--- src/rtl/contador_pkg.sv ---
// Shared types and helpers for the modulo-N down counter.
package contador_pkg;

    typedef enum logic [1:0] {
        IDLE,
        RUN,
        PAUSE,
        DONE
    } cnt_state_t;

    // Out-of-range load values saturate to the top of the count range.
    function automatic int unsigned clamp_load(input int unsigned din, input int unsigned mod_n);
        return (din >= mod_n) ? (mod_n - 1) : din;
    endfunction

endpackage

--- src/rtl/contador_regressivo_mod.sv ---
// Modulo-MOD down counter with load, start/stop, optional auto-reload and a
// registered terminal-count borrow pulse for cascading.
module contador_regressivo_mod
    import contador_pkg::*;
#(
    parameter int MOD = 6,
    parameter int W   = $clog2(MOD)
) (
    input  logic         clk,
    input  logic         rst,
    input  logic         start,
    input  logic         stop,
    input  logic         en,
    input  logic         load,
    input  logic [W-1:0] din,
    input  logic         auto_reload,
    output logic [W-1:0] q,
    output logic         tc,
    output logic         done,
    output logic         running
);

    localparam logic [W-1:0] MAXV = W'(MOD - 1);

    cnt_state_t   r_state;
    logic [W-1:0] r_q;
    logic         r_tc;
    logic [W-1:0] w_load_val;
    logic         w_run_edge;

    assign w_load_val = W'(clamp_load(int'(din), MOD));

    // Stop dominates start everywhere; start from IDLE/PAUSE counts on the same edge.
    assign w_run_edge = !stop && ((r_state == RUN) ||
                        (start && ((r_state == IDLE) || (r_state == PAUSE))));

    always_ff @(posedge clk or posedge rst) begin
        if (rst) begin
            r_state <= IDLE;
            r_q     <= MAXV;
            r_tc    <= 1'b0;
        end else begin
            r_tc <= 1'b0;
            if (load) begin
                r_q <= w_load_val;
                if (r_state == DONE) begin
                    r_state <= IDLE;
                end
            end else if ((r_state == RUN) && stop) begin
                r_state <= PAUSE;
            end else if (w_run_edge) begin
                r_state <= RUN;
                if (en) begin
                    if (r_q != '0) begin
                        r_q <= r_q - W'(1);
                    end else if (auto_reload) begin
                        r_q  <= MAXV;
                        r_tc <= 1'b1;
                    end else begin
                        r_state <= DONE;
                        r_tc    <= 1'b1;
                    end
                end
            end
        end
    end

    assign q       = r_q;
    assign tc      = r_tc;
    assign done    = (r_state == DONE);
    assign running = (r_state == RUN);

endmodule

--- config.mk ---
export PLATFORM = sky130hd
export DESIGN_NAME = contador_regressivo_mod
export DESIGN_NICKNAME = d
export VERILOG_FILES = /design/src/rtl/contador_pkg.sv /design/src/rtl/contador_regressivo_mod.sv
export SDC_FILE = /design/constraint.sdc
export NUM_CORES = 1
export LEC_CHECK = 0
export ABC_AREA = 1
export CAP_MARGIN = 20
export CORE_AREA = 2 2 39 41
export CTS_CLUSTER_DIAMETER = 50
export CTS_CLUSTER_SIZE = 16
export DETAILED_ROUTE_END_ITERATION = 10
export DIE_AREA = 0 0 41 43
export REMOVE_ABC_BUFFERS = 1
export SLEW_MARGIN = 30
export SYNTH_ARGS = -nofsm -noshare
export SYNTH_HDL_FRONTEND = slang
export SYNTH_SLANG_ARGS = --single-unit
--- constraint.sdc ---
create_clock -name clk -period 2.03 [get_ports clk]
set_clock_uncertainty 0.2 [all_clocks]
set_input_delay 0.203 -clock clk [delete_from_list [all_inputs] [get_ports clk]]
set_output_delay 0.203 -clock clk [all_outputs]
set_load 0.01 [all_outputs]
==> run summary <==
Status: finished clean
Antenna violations before repair: 0
Final ANT Viol Nets: 0
Min Tclk post-route: 1750 ps
Residual DRC: 0
Die Wd: 41 um
Clock root cell: clkbuf_4
NumNets Final: 97
Row Count: 14
Post-synth ARST share: 100%
Num Clock Sinks: 6
Worst EP required: 1630 ps
Vias/cell: 4.41
Max clock buf depth: 2
Post-DR wirelength/cell: 9.14 um
Post-CTS setup buffers: 0
Reg-to-Reg Start: q[0]
Setup violations, final: 0
Max Cap Violations: 0
Max FO, Critical Path: 5
Remaining global-route overflow: 0
Logic pwr share: 41.3%
I/O Pins: 16
CTS tree: done
All-Layer GR Usage: 14.5%
Worst-margin pin slew: 219 ps
Slew margin rel.: 85.4%
Power Internal: 0.330 mW
CP Capture Type: output pin
DR iter-0 viols: 1
Worst path top cell family by delay: buffers and inverters
Drt pass-1 iters: 2
Final WL: 914 um
HP Start: q[2]
GR Util met2: 20.6%
Post-synth EDFFs: 0
First-pass GRT wire length: 1670 um
ANT cells: 0
Ys flop type: dfrtp_1
Crit-path cells: nand2_2, inv_1, clkdlybuf4s50_1
Core Footprint: 1380 sq um
Startpoint type of the worst setup path: flip-flop
Cts bufs inserted: 3
Yosys top cell by area: dfrtp_1
Net Sw Frac: 34.6%
Peak supply drop: 0.581 mV
Warnings from Yosys: 0
Distinct cells, synth: 18
Gr busiest metal: met2
Yosys reg bits: 6
Synth Cell Area: 465 sq um
Setup TNS: 0 ps
Hold WC Path Type: reg2reg
Die area: 1760 sq um
Worst path bufs/invs: 2
Share of the synthesized area in the top cell type: 21.5%
M3 GR Usage: 7.85%
GPL Wtd Cong: 0.721
Pin count of the biggest net entering global routing: 12
Power Density: 764 nW/um^2
Port Buffer Count: 15
CTS clk-pin slew, worst paths: 50 ps
Die Y: 43 um
Most common cell in the netlist: nand2_1
RSZ-0062 raised after global routing: false
Slew Limit Fails: 0
Syn Area/Cell: 7.16 sq um
Final Hold Fails: 0
Period utilization: 86.3%
CP max-delay cell: clkdlybuf4s50_1
Clk_lat worst skew: 240 ps
Largest cells by area after synthesis: dfrtp_1 (22%), nand2_1 (16%), dfstp_2 (11%)
Worst EP arrival: 1350 ps
H-tree levels: 1
Worst setup path start: r_state[0]
Initial Utilization: 33.6%
DP HPWL: 739 um
Via Count: 441
Psw: 0.175 mW
Clock share of power: 22.9%
Fmax: 571 MHz
Most instantiated cells after synthesis: nand2_1 (20), inv_1 (10), nand2_2 (5), nand3_1 (5), dfrtp_1 (4)
Critical path class: reg2out
Fillers: 148
Static leakage: 0.343 nW
GRT met1 Usage: 18.5%
Vias in the first global route: 408
Worst slack at placement: 461 ps
Post-synthesis cell count: 65
Share of layout cells above drive strength 1: 21.4%
Area Overhead vs Synth: 41.9%
Seq/Total Area, Yosys: 32.8%
Sequential power share: 35.8%
CP peak stage delay: 520 ps
Final Worst Setup Slack: 278 ps
-- metal layers --
metal	share of wire (%)	up-vias
li1	-	236
met4	0	0
met1	45	190
met3	7.9	0
met5	0	-
met2	47	15
-- final timing paths --
path,slack [ps],endpoint,depth (start not counted)
setup / recovery,280,done,3
hold / removal,310,q[2],2
setup reg to reg,470,q[0],7
hold reg to reg,310,q[2],2
max in group asynchronous,850,q[2],3
min in group asynchronous,520,tc,3
-- layout make-up --
| class | count | area, sq um | area share, % |
|---|---|---|---|
| clock buffers | 4 | 26.3 | 3.98 |
| multi-input cells | 47 | 260 | 39.4 |
| repair buffers | 16 | 160 | 24.2 |
| inverters | 11 | 41.3 | 6.25 |
| flip-flops and latches | 6 | 153 | 23.1 |
| well taps | 16 | 20.0 | 3.03 |
-- registers in the layout (all words and copies together) (netlist names) --
register	cells
q	3
r_state	2
tc	1
-- metrics by stage --
stage	utilization, %	area [sq um]	hold slack [ps]	total power [mW]	std cells
2_1_floorplan	-	454	-207	0.302	64
3_3_place_gp	45.1	624	227	0.391	95
3_5_place_dp	45.1	624	229	0.392	95
4_1_cts	47.7	661	316	0.517	100
5_1_grt	47.7	661	344	0.555	100
6_report	47.7	661	309	0.504	100
-- logic make-up (layout without fill, tap and decap cells) --
kind of cell	Yosys count	count (layout)	synth area share, %
simple gates	39	39	42.7
flops	6	6	32.8
compound gates	6	6	7.79
buf+inv	12	31	11.3
fa+ha+maj	2	2	5.38
-- repair_timing --
action,4_1_cts,5_1_grt
resized for setup,0,0
hold buffers,1,0
hold endpoints to repair,4,0
-- power groups by stage --
stage / combinational (mW) / sequential (mW) / clock [mW]
after floorplan: 0.119 / 0.183 / 0
after global placement: 0.208 / 0.183 / 0
after detailed placement: 0.210 / 0.183 / 0
after CTS: 0.212 / 0.182 / 0.123
after global routing: 0.237 / 0.185 / 0.132
final: 0.208 / 0.181 / 0.116
-- cells in the final DEF, fill, tap and decap left out --
master           count
nand2_1             20
clkdlybuf4s50_1     15
inv_1               10
nand2_2              5
nand3_1              5
dfrtp_1              4
a21oi_1              3
nor2_1               3
clkbuf_4             3
nor2_2               2
nand2_4              2
ha_1                 2
dfstp_2              2
nor2_4               1
a21boi_2             1
inv_2                1
o21ai_0              1
o21ai_1              1
nand3_2              1
clkbuf_1             1
dlygate4sd3_1        1
-- worst register-to-register path: stages, from the launching register on --
cell and delay [ps]:
dfstp_2 570, nor2_1 90, ha_1 210, a21boi_2 190, nand2_4 90, nand2_4 70, nand2_1 50, nand2_1 60
Note: power is estimated with default switching activity, not from simulation.
